==> config.mk <==
export PLATFORM = sky130hd
export DESIGN_NAME = fifo_out_tx
export DESIGN_NICKNAME = d
export VERILOG_FILES = /design/src/rtl/fifo_out_tx_pkg.sv /design/src/rtl/fifo_out_tx_mem.sv /design/src/rtl/fifo_out_tx.sv
export SDC_FILE = /design/constraint.sdc
export NUM_CORES = 1
export LEC_CHECK = 0
export ABC_AREA = 1
export CAP_MARGIN = 15
export CORE_MARGIN = 5
export CORE_UTILIZATION = 59
export CTS_BUF_LIST = sky130_fd_sc_hd__clkbuf_4 sky130_fd_sc_hd__clkbuf_8 sky130_fd_sc_hd__clkbuf_16
export CTS_CLUSTER_DIAMETER = 200
export DETAILED_ROUTE_END_ITERATION = 12
export HOLD_SLACK_MARGIN = 0.1
export PLACE_DENSITY = 0.78
export SYNTH_ARGS = -nofsm -noshare
export SYNTH_HDL_FRONTEND = slang
export SYNTH_HIERARCHICAL = 1
export SYNTH_SLANG_ARGS = --single-unit
==> constraint.sdc <==
create_clock -name clk -period 3.3 [get_ports clk]
set_input_delay 0.66 -clock clk [delete_from_list [all_inputs] [get_ports clk]]
set_output_delay 0.66 -clock clk [all_outputs]
set_load 0.02 [all_outputs]
==> src/rtl/fifo_out_tx_pkg.sv <==
// Shared types and sizing helpers for the fifo_out transmit buffer.
// Optional build macro: FIFO_OUT_TX_STATS_EN (stall counter).
package fifo_out_tx_pkg;

    localparam int DATA_W    = 16;
    localparam int DEPTH_DEF = 8;

    typedef logic [DATA_W-1:0] data_t;

    function automatic int ptr_w(input int depth);
        return $clog2(depth) + 1;
    endfunction

endpackage

==> src/rtl/fifo_out_tx_mem.sv <==
// Register-array storage for fifo_out_tx.
// One write port, one asynchronous read port, no reset.
module fifo_out_tx_mem
    import fifo_out_tx_pkg::*;
#(
    parameter int DEPTH = DEPTH_DEF,
    parameter int AW    = ptr_w(DEPTH) - 1
) (
    input  logic              clk,
    input  logic              we,
    input  logic [AW-1:0]     waddr,
    input  logic [DATA_W-1:0] wdata,
    input  logic [AW-1:0]     raddr,
    output logic [DATA_W-1:0] rdata
);

    data_t mem [DEPTH];

    always_ff @(posedge clk) begin
        if (we) begin
            mem[waddr] <= wdata;
        end
    end

    assign rdata = mem[raddr];

endmodule

==> src/rtl/fifo_out_tx.sv <==
// Transmit end of the fifo_out valid/ready interface: DEPTH-entry circular buffer.
// Define FIFO_OUT_TX_STATS_EN to add the saturating stall_cnt output.
module fifo_out_tx
    import fifo_out_tx_pkg::*;
#(
    parameter int DEPTH = DEPTH_DEF
) (
    input  logic                     clk,
    input  logic                     rst_n,
    input  logic [DATA_W-1:0]        data_in,
    input  logic                     data_in_vld,
    output logic                     data_in_rdy,
    output logic [DATA_W-1:0]        data_out,
    output logic                     data_out_vld,
    input  logic                     data_out_rdy,
    output logic [ptr_w(DEPTH)-1:0]  level
`ifdef FIFO_OUT_TX_STATS_EN
    ,
    output logic [31:0]              stall_cnt
`endif
);

    localparam int PW = ptr_w(DEPTH);
    localparam int AW = PW - 1;

    logic [PW-1:0] wr_ptr;
    logic [PW-1:0] rd_ptr;
    logic          empty;
    logic          full;
    logic          push;
    logic          pop;

    // MSB is the wrap flag; low bits address the array
    assign empty = (wr_ptr == rd_ptr);
    assign full  = (wr_ptr[AW-1:0] == rd_ptr[AW-1:0]) &&
                   (wr_ptr[AW] != rd_ptr[AW]);

    assign data_in_rdy  = !full;
    assign data_out_vld = !empty;
    assign level        = wr_ptr - rd_ptr;

    assign push = data_in_vld && !full;
    assign pop  = !empty && data_out_rdy;

    always_ff @(posedge clk or negedge rst_n) begin
        if (!rst_n) begin
            wr_ptr <= '0;
        end else if (push) begin
            wr_ptr <= wr_ptr + PW'(1);
        end
    end

    always_ff @(posedge clk or negedge rst_n) begin
        if (!rst_n) begin
            rd_ptr <= '0;
        end else if (pop) begin
            rd_ptr <= rd_ptr + PW'(1);
        end
    end

    fifo_out_tx_mem #(
        .DEPTH (DEPTH),
        .AW    (AW)
    ) u_mem (
        .clk   (clk),
        .we    (push),
        .waddr (wr_ptr[AW-1:0]),
        .wdata (data_in),
        .raddr (rd_ptr[AW-1:0]),
        .rdata (data_out)
    );

`ifdef FIFO_OUT_TX_STATS_EN
    always_ff @(posedge clk or negedge rst_n) begin
        if (!rst_n) begin
            stall_cnt <= '0;
        end else if (data_out_vld && !data_out_rdy && (stall_cnt != '1)) begin
            stall_cnt <= stall_cnt + 32'd1;
        end
    end
`endif

endmodule

==> metrics, run 1 <==
initial DRC count 424; Worst R2R Path Depth 10; CP Data Arrival Time 2510 ps; critical path depth 8; initial core utilization 60.7%; Final GP Congestion 0.813; top-count cell post-synth nand2_1; RSZ-0062 raised after global routing false; Filler cells 690; Peak VDD IR 1.16 mV; final setup violation count 0; crit share post-route 96.0%; Setup TNS 0 ps; max frequency 316 MHz; crit path max fanout 7; Clk pwr share 24.1%; Cells after Synth 647; Mapped Area 0.00627 sq mm; WL/cell 15.9 um; P_leak 3.45 nW; nets 727; slowest CP cell clkdlybuf4s50_1; critical path's top delay family buffers and inverters; gr usage total 22.4%; final WL 13.5 mm; Synth cell types 21; Setup crit end kind primary output; Post-synth ARST share 5.88%; WS Path Type reg2out; number of global-route vias before repair 4527; TritonCTS clock tree yes; Min-Delay Path Class in2async; internal power 4.30 mW; ANT cells 0; Clk Latency, worst-skew pair 520 ps; YS warnings 6; clock root buffer clkbuf_8; EDFF count, synth 128; status complete, no violations; clock skew 6.64 ps; layout cells sized above 1 7.98%; CP cell instances inv_1 -> ha_1 -> nand2_2 -> or2_1 -> nand2_1 -> nand2_1 -> nand2_1 -> clkdlybuf4s50_1; cell row count 37; crit path time final 3170 ps; gr ovfl total 0; vias per cell 5.20; CTS Buf Count 17; Synth Flop Type edfxtp_1; die area 0.0128 sq mm; remaining antenna violation count 0; first-pass GRT wire length 21.9 mm; flops & latches, synth 136; Area growth syn-to-layout 18.0%; largest net degree at the start of global routing 46; DR DRC count 0; WP data required 2640 ps; Switch Pwr 2.65 mW; max_slew headroom 56.2%; most used cell, CP nand2_1; Vias 4422; synth cell count leaders 241 x nand2_1, 142 x inv_1, 128 x edfxtp_1; num ports 42; PD cells 940 mW/mm^2; syn_nets 673; Flop pwr share 33.4%; final hold vios 0; Synth top area share 61.3%; critical path startpoint category register; Sw Ratio 38.2%; mean post-synth cell area 9.69 sq um; clk buf depth 2; worst path bufs/invs 2; Max-Cap Viols 0; Pre-Repair DR Iteration Count 5; Seq/Total Area, Yosys 64.5%; die width 113 um; worst-margin pin slew 656 ps; DPL Wire Length 7.64 mm; die height 113 um; Synth area leaders edfxtp_1 61%, nand2_1 14%, inv_1 8.5%; initial antenna violation count 0; Core Area 0.0103 sq mm; IO buf count 41; max incr delay on CP 600 ps; Sink Count 136; dominant cell type by area after synthesis edfxtp_1; Post-Route Utilization 71.7%; Pins Over Slew Limit 0; # H-tree levels 4; Comb pwr share 42.5%; Reg clk slew, reported paths 60 ps
## cell families (layout without fill, tap and decap cells)
kind of cell    after synthesis  after routing  share of synthesized area (%)
simple gates                335            335                           22.4
xor+xnor                      3              3                          0.419
flops                       136            136                           64.5
buf+inv                     166            233                           11.3
compound gates                1              1                         0.0797
fa+ha+maj                     6              6                           1.32
## metrics by stage
stage | power (mW) | instance area (sq um) | std cells | setup slack [ps] | hold slack (ps)
5_1_grt | 7.38 | 7400 | 850 | 12.3 | 439
4_1_cts | 6.98 | 7390 | 850 | 84.5 | 435
3_3_place_gp | 5.16 | 6860 | 818 | 742 | 540
3_5_place_dp | 5.25 | 6860 | 818 | 694 | 541
2_1_floorplan | 4.25 | 6270 | 647 | 786 | 364
6_report | 6.95 | 7400 | 850 | 134 | 442
## area by class of cell
cell class | count | area [sq um] | area share [%]
inverter | 143 | 539 | 7.29
timing repair buffer | 58 | 596 | 8.05
clock buffer | 21 | 444 | 6.00
multi-input combinational | 345 | 1520 | 20.6
sequential | 136 | 4050 | 54.7
tap | 136 | 170 | 2.30
clock inverter | 11 | 82.6 | 1.12
## power by group through the flow
stage               clock, mW  combinational [mW]  sequential, mW
floorplan                   0                1.94            2.31
global placement            0                2.83            2.33
detailed placement          0                2.90            2.35
CTS                      1.70                2.96            2.31
global route             1.78                3.25            2.34
finish                   1.68                2.96            2.32
## cell usage in the layout (no fill, tap or decap), types with 2 or more instances in the layout
cell / count
edfxtp_1: 128
nor2_1: 8
nand3_1: 74
buf_12: 4
clkbuf_4: 4
inv_1: 142
nand2_4: 4
dfrtp_1: 7
buf_6: 2
buf_4: 11
ha_1: 5
clkinv_1: 2
nand4_1: 2
nand2_1: 241
clkdlybuf4s50_1: 41
clkinv_2: 6
xor2_1: 2
clkbuf_16: 16
nand2_2: 3
clkinvlp_4: 2
## worst paths after layout
kind / startpoint / to / slack, ps
worst max register to register: rd_ptr[2]$_DFFE_PN0P_ / u_mem/mem[2][0]$_DFFE_PP_ / 860
worst max-delay path: rd_ptr[2]$_DFFE_PN0P_ / level[3] / 130
min in group clk: rd_ptr[3]$_DFFE_PN0P_ / rd_ptr[3]$_DFFE_PN0P_ / 560
worst min register to register: rd_ptr[3]$_DFFE_PN0P_ / rd_ptr[3]$_DFFE_PN0P_ / 560
max in group asynchronous: rst_n / rd_ptr[0]$_DFFE_PN0P_ / 2540
worst min-delay path: rst_n / wr_ptr[1]$_DFFE_PN0P_ / 440
## state kept, by name, summed over array words and instances (netlist names)
name       flops
wr_ptr         4
rd_ptr         4
u_mem/mem    128
## metal layers
metal  vias up  wire (um)  GRT usage, %
li1       2118          -             -
met1      2110       5310          26.9
met2       173       6990          38.1
met3        21       1020          7.01
met4         0        205          8.17
met5         -          0             0
## what timing repair did
item / CTS / global route
buffers inserted: 0 / 0
resized for setup: 0 / 4
setup endpoints to repair: 0 / 1
hold buffers: 0 / 0
No activity file was read; power rests on OpenSTA's default activity.
==> run 2, diff against run 1 <==
Settings changed: SLEW_MARGIN from default to 20.
==> results of run 2 <==
Same layout as run 1: the final DEF is identical, and so are final timing and power.
==> run 3, diff against run 2 <==
Settings changed: CAP_MARGIN 15 to default.
==> results of run 3 <==
Same layout as run 1: the final DEF is identical, and so are final timing and power.
